### src/rtl/rx_ds_decode_pkg.sv
// Shared definitions for the DS receive decoder: L-char codes, marker bytes,
// FIFO entry layout and escape FSM state encodings.
package rx_DS_pkg;

  // L-char control codes carried in q[1:0]
  localparam logic [1:0] LC_FCT = 2'b00;
  localparam logic [1:0] LC_EOP = 2'b01;
  localparam logic [1:0] LC_EEP = 2'b10;
  localparam logic [1:0] LC_ESC = 2'b11;

  // Byte stored alongside marker=1 to distinguish packet terminators
  localparam logic [7:0] MK_EOP = 8'h00;
  localparam logic [7:0] MK_EEP = 8'h01;

  localparam int unsigned ENTRY_W = 9;

  // FIFO entry: marker=1 means packet terminator, otherwise a data byte
  typedef struct packed {
    logic       marker;
    logic [7:0] data;
  } rxEntry_t;

  // One-hot escape FSM
  typedef enum logic [1:0] {
    NORMAL  = 2'b01,
    ESCAPED = 2'b10
  } escState_e;

endpackage

### src/rtl/rx_ds_decode_fifo.sv
// Synchronous FIFO for decoded receive characters.
// Ports: rxClk/rxReset_n clock and async active-low reset; wrEn/wrData push
// side; rdData/rdValid/rdReady valid-ready pop side (rdData combinational from
// storage); overflow sticky flag, set when a push is dropped for lack of space.
module rx_sync_fifo #(
  parameter int unsigned WIDTH = 9,
  parameter int unsigned DEPTH = 8,
  parameter int unsigned AW    = $clog2(DEPTH)
) (
  input  logic             rxClk,
  input  logic             rxReset_n,
  input  logic             wrEn,
  input  logic [WIDTH-1:0] wrData,
  output logic [WIDTH-1:0] rdData,
  output logic             rdValid,
  input  logic             rdReady,
  output logic             overflow
);

  logic [WIDTH-1:0] mem [DEPTH];
  logic [AW:0]      wrPtr;
  logic [AW:0]      rdPtr;
  logic             full;
  logic             empty;
  logic             pop;
  logic             wrOk;

  assign full  = (wrPtr[AW] != rdPtr[AW]) && (wrPtr[AW-1:0] == rdPtr[AW-1:0]);
  assign empty = (wrPtr == rdPtr);
  assign pop   = !empty && rdReady;
  // A pop on the same edge frees a slot, so a push into a full FIFO survives
  assign wrOk  = wrEn && (!full || pop);

  assign rdValid = !empty;
  // Head forced to zero while empty so the port shows 0 after reset
  assign rdData  = empty ? '0 : mem[rdPtr[AW-1:0]];

  // Storage needs no reset; contents are only visible while not empty
  always_ff @(posedge rxClk) begin
    if (wrOk) begin
      mem[wrPtr[AW-1:0]] <= wrData;
    end
  end

  // Pointers and overflow flag
  always_ff @(posedge rxClk or negedge rxReset_n) begin
    if (!rxReset_n) begin
      wrPtr    <= '0;
      rdPtr    <= '0;
      overflow <= 1'b0;
    end else begin
      if (wrOk) begin
        wrPtr <= wrPtr + (AW+1)'(1);
      end
      if (pop) begin
        rdPtr <= rdPtr + (AW+1)'(1);
      end
      if (wrEn && !wrOk) begin
        overflow <= 1'b1;
      end
    end
  end

endmodule

### src/rtl/rx_ds_decode.sv
// DS receive decoder: classifies assembler characters into data/markers
// (queued in a FIFO), FCT/NULL/time-code strobes, and sticky link errors.
// Ports: rxClk, rxReset_n (async active-low); q/nchar/lchar from the character
// assembler; rdData/rdValid/rdReady FIFO read port; gotFCT, gotNULL, tick
// one-cycle strobes; timeOut last time-code; gotNullSeen, escError,
// creditError sticky flags.
module rx_ds_decode
  import rx_DS_pkg::*;
#(
  parameter int unsigned DEPTH = 8,
  parameter int unsigned AW    = $clog2(DEPTH)
) (
  input  logic       rxClk,
  input  logic       rxReset_n,
  input  logic [7:0] q,
  input  logic       nchar,
  input  logic       lchar,
  output logic [8:0] rdData,
  output logic       rdValid,
  input  logic       rdReady,
  output logic       gotFCT,
  output logic       gotNULL,
  output logic       gotNullSeen,
  output logic       tick,
  output logic [7:0] timeOut,
  output logic       escError,
  output logic       creditError
);

  escState_e state;
  escState_e stateNext;
  logic      fctNext;
  logic      nullNext;
  logic      tickNext;
  logic      timeLoad;
  logic      escErrSet;
  logic      pushNext;
  rxEntry_t  pushEntryNext;
  logic      pushVld;
  rxEntry_t  pushEntry;

  // Escape FSM next state and classification
  always_comb begin
    stateNext     = state;
    fctNext       = 1'b0;
    nullNext      = 1'b0;
    tickNext      = 1'b0;
    timeLoad      = 1'b0;
    escErrSet     = 1'b0;
    pushNext      = 1'b0;
    pushEntryNext = '0;
    if (lchar) begin
      // Simultaneous nchar is an upstream fault; the L-char is still honoured
      if (nchar) begin
        escErrSet = 1'b1;
      end
      case (state)
        NORMAL: begin
          case (q[1:0])
            LC_FCT: fctNext = 1'b1;
            LC_EOP: begin
              pushNext      = 1'b1;
              pushEntryNext = '{marker: 1'b1, data: MK_EOP};
            end
            LC_EEP: begin
              pushNext      = 1'b1;
              pushEntryNext = '{marker: 1'b1, data: MK_EEP};
            end
            LC_ESC: stateNext = ESCAPED;
          endcase
        end
        ESCAPED: begin
          stateNext = NORMAL;
          if (q[1:0] == LC_FCT) begin
            nullNext = 1'b1;
          end else begin
            escErrSet = 1'b1;
          end
        end
        default: stateNext = NORMAL;
      endcase
    end else if (nchar) begin
      case (state)
        NORMAL: begin
          pushNext      = 1'b1;
          pushEntryNext = '{marker: 1'b0, data: q};
        end
        ESCAPED: begin
          tickNext  = 1'b1;
          timeLoad  = 1'b1;
          stateNext = NORMAL;
        end
        default: stateNext = NORMAL;
      endcase
    end
  end

  // State, strobes, sticky flags and the registered push request
  always_ff @(posedge rxClk or negedge rxReset_n) begin
    if (!rxReset_n) begin
      state       <= NORMAL;
      gotFCT      <= 1'b0;
      gotNULL     <= 1'b0;
      tick        <= 1'b0;
      timeOut     <= 8'h00;
      escError    <= 1'b0;
      gotNullSeen <= 1'b0;
      pushVld     <= 1'b0;
      pushEntry   <= '0;
    end else begin
      state       <= stateNext;
      gotFCT      <= fctNext;
      gotNULL     <= nullNext;
      tick        <= tickNext;
      escError    <= escError | escErrSet;
      gotNullSeen <= gotNullSeen | nullNext;
      pushVld     <= pushNext;
      pushEntry   <= pushEntryNext;
      if (timeLoad) begin
        timeOut <= q;
      end
    end
  end

  rx_sync_fifo #(
    .WIDTH (ENTRY_W),
    .DEPTH (DEPTH),
    .AW    (AW)
  ) uFifo (
    .rxClk     (rxClk),
    .rxReset_n (rxReset_n),
    .wrEn      (pushVld),
    .wrData    (pushEntry),
    .rdData    (rdData),
    .rdValid   (rdValid),
    .rdReady   (rdReady),
    .overflow  (creditError)
  );

endmodule

### config.mk
export PLATFORM = sky130hd
export DESIGN_NAME = rx_ds_decode
export DESIGN_NICKNAME = d
export VERILOG_FILES = /design/src/rtl/rx_ds_decode_pkg.sv /design/src/rtl/rx_ds_decode_fifo.sv /design/src/rtl/rx_ds_decode.sv
export SDC_FILE = /design/constraint.sdc
export NUM_CORES = 1
export LEC_CHECK = 0
export ABC_AREA = 1
export CAP_MARGIN = 20
export CELL_PAD_IN_SITES_DETAIL_PLACEMENT = 0
export CELL_PAD_IN_SITES_GLOBAL_PLACEMENT = 1
export CORE_UTILIZATION = 41
export DETAILED_ROUTE_END_ITERATION = 12
export GPL_ROUTABILITY_DRIVEN = 0
export PLACE_DENSITY = 0.85
export SLEW_MARGIN = 25
export SYNTH_ARGS = -nofsm -noshare
export SYNTH_HDL_FRONTEND = slang
export SYNTH_HIERARCHICAL = 1
export SYNTH_SLANG_ARGS = --single-unit
### constraint.sdc
create_clock -name rxClk -period 1.7 [get_ports rxClk]
set_input_delay 0.51 -clock rxClk [delete_from_list [all_inputs] [get_ports rxClk]]
set_output_delay 0.51 -clock rxClk [all_outputs]
set_load 0.03 [all_outputs]
==> metrics.txt <==
RSZ-0062 raised after global routing true; area share of the largest cell type after synthesis 48.7%; routed vias/inst 4.94; Layout Area Growth over Synthesis 30.9%; WL/cell 14.3 um; PnR worst setup slack -0.609 ns; drt drc 0; Setup TNS Final -24.46 ns; most used cell, CP nor2_1; MaxCap Viol Count 0; I/O pin count 37; failing checks negative setup slack; skew final 0.00754 ns; Max Slew Vio Count 0; register bit count reported by yosys 106; fin crit period 2.31 ns; Max-slew headroom 76.7%; largest area contributor in the synthesized netlist edfxtp_1; Avg Cell Area, Syn 11.2 um^2; Syn Nets 415; Worst path slowest cell dfrtp_2; Power Density 1710 mW/mm^2; initial antenna violation count 0; Starting Density 42.6%; Levels on crit path 9; most frequent cells in the layout 72 x edfxtp_1, 61 x nor2_1, 50 x nand2_1; worst setup path class flop to primary output; Post-DP HPWL 6390 um; Detail Route Antenna Nets 0; Max rail drop VDD 894 uV; Clock Tree Root clkbuf_8; number of detailed-routing iterations run before antenna repair 4; routed vias 3070; Crit Path Max Fanout 14; largest net degree at the start of global routing 23; number of global-route vias before repair 3061; Reg2Reg Depth 12; Worst-path clk slew 0.10 ns; clock sink count 106; Die Width 106 um; Post-Syn Area 0.00444 mm^2; final hold vios 0; Worst path max stage delay 0.47 ns; commonest non-fill, non-tap cell in the layout edfxtp_1; H-tree Lvls 3; hold_buf cts 0; critical path's top delay family flip-flops; CP Capture Type primary output; share of synthesized registers carrying an async set or reset 32.1%; Area contributors post-synth edfxtp_1 49%, dfrtp_1 19%, nor2_1 6.7%; post-route clock period utilization 136%; Distinct cells, synth 28; Core Footprint 0.0104 mm^2; P_leak 2.45 nW; Least-Margin Pin Slew 0.348 ns; site row count 37; startpoint type of the worst setup path flop; crit path buf inv count 3; ys flop type edfxtp_1; remaining global-route overflow 0; Worst EP arrival 1.80 ns; layout cells sized above 1 26.1%; # fillers 859; worst-case clock buffer depth 2; final setup fails 86; die area 0.0113 mm^2; worst hold margin 0.411 ns; DRT iter0 DRCs 161; status finished, violations left; n_diodes 0; CTS buffer count 9; first-pass GRT wire length 14600 um; CP required 1.19 ns; Die Span Y 106 um; CP cell instances buf_8, nor2_1, nor2_1, o21ai_0, o21ai_1, o21ai_2, buf_4, nor2_4, buf_6; final WL 8890 um; yosys warns 6; Post-synth EDFFs 72; sequential share of the synthesized area 67.9%; Total GRT Usage 16.6%; Post-Syn Instances 397; type of the tightest min-delay check primary input to async pin; Fmax 433 MHz; CTS tree done; worst-skew pair later-pin latency 0.36 ns; fin nets 499; IO buf count 36
[layout make-up]
cell class | count | area, um^2 | share of cell area (%)
Clock buffer | 9 | 124 | 2.13
Clock inverter | 7 | 77.6 | 1.33
Inverter | 30 | 118 | 2.02
Multi-Input combinational cell | 244 | 1410 | 24.3
Sequential cell | 106 | 3020 | 51.9
Tap cell | 136 | 170 | 2.93
Timing Repair Buffer | 90 | 896 | 15.4
[cells by family (layout without fill, tap and decap cells)]
kind of cell | Yosys count | after routing | synth area share [%]
AND/OR/NAND/NOR | 169 | 169 | 17.0
flip-flops | 106 | 106 | 67.9
AO/OA/AOI/OAI | 66 | 66 | 7.75
buffers and inverters | 47 | 136 | 5.16
adder cells (fa/ha/maj) | 5 | 5 | 1.41
XOR/XNOR | 4 | 4 | 0.789
[stage by stage]
step	power (mW)	util [%]	worst slack (ns)	cell area [um^2]	instances
6_report	9.95	55.8	-0.609	5810	622
2_1_floorplan	6.23	-	-0.0813	4580	397
4_1_cts	9.83	55.0	-0.620	5730	621
3_3_place_gp	7.73	52.0	-0.238	5420	603
3_5_place_dp	7.82	52.0	-0.285	5420	603
5_1_grt	10.5	55.8	-0.711	5810	622
[what timing repair did]
action / CTS / global route
resized for setup: 50 / 22
endpoints found under the setup margin: 96 / 87
buffers inserted: 2 / 1
pin swaps: 5 / 6
[worst reg2reg max path: cells and delay by family (launching register included)]
family                 cells  cell delay, ns
AND/OR/NAND/NOR            6            0.47
flip-flops                 1            0.48
buffers and inverters      6            0.75
[worst paths after layout]
check	from	to	slack, ns
worst max-delay path	uFifo/rdPtr[0]$_DFFE_PN0P_	rdData[8]	-0.61
worst min-delay path	rxReset_n	escError$_DFF_PN0_	0.41
worst max register to register	uFifo/rdPtr[0]$_DFFE_PN0P_	uFifo/mem[0][2]$_DFFE_PP_	-0.29
worst min register to register	timeOut[0]$_DFFE_PN0P_	timeOut[0]$_DFFE_PN0P_	0.47
max in group asynchronous	rxReset_n	timeOut[0]$_DFFE_PN0P_	0.83
min in group rxClk	timeOut[0]$_DFFE_PN0P_	timeOut[0]$_DFFE_PN0P_	0.47
[layer usage]
metal  share of wire [%]  vias to the layer above  GRT usage, %
met5                   0                        -             0
met4                0.88                        0          5.85
met3                 3.0                        8          3.25
met2                  52                       47          27.9
met1                  44                     1497          21.5
li1                    -                     1518             -
[cell usage after synthesis (2+ instances only)]
cell type   n
nor2_1     79
edfxtp_1   72
o21ai_0    55
nand2_1    53
dfrtp_1    33
inv_1      27
nand3_1    24
o22ai_1     9
buf_6       6
clkbuf_1    5
ha_1        5
nor2_4      4
buf_2       3
inv_2       3
buf_1       2
nand2_2     2
nand2_4     2
xnor2_1     2
xor2_1      2
[flip-flops by register name (all words and copies together), names as in the netlist, 2 cells and up]
signal / cells
timeOut: 8
state: 2
uFifo/wrPtr: 4
pushEntry: 9
uFifo/mem: 72
uFifo/rdPtr: 4
[where the power goes]
group          total, mW  internal, mW  switching, mW
Sequential          3.29          3.08          0.205
Clock               1.56         0.695          0.862
Combinational       5.11          2.23           2.87
Total               9.95          6.01           3.94
No activity file was read; power rests on OpenSTA's default activity.
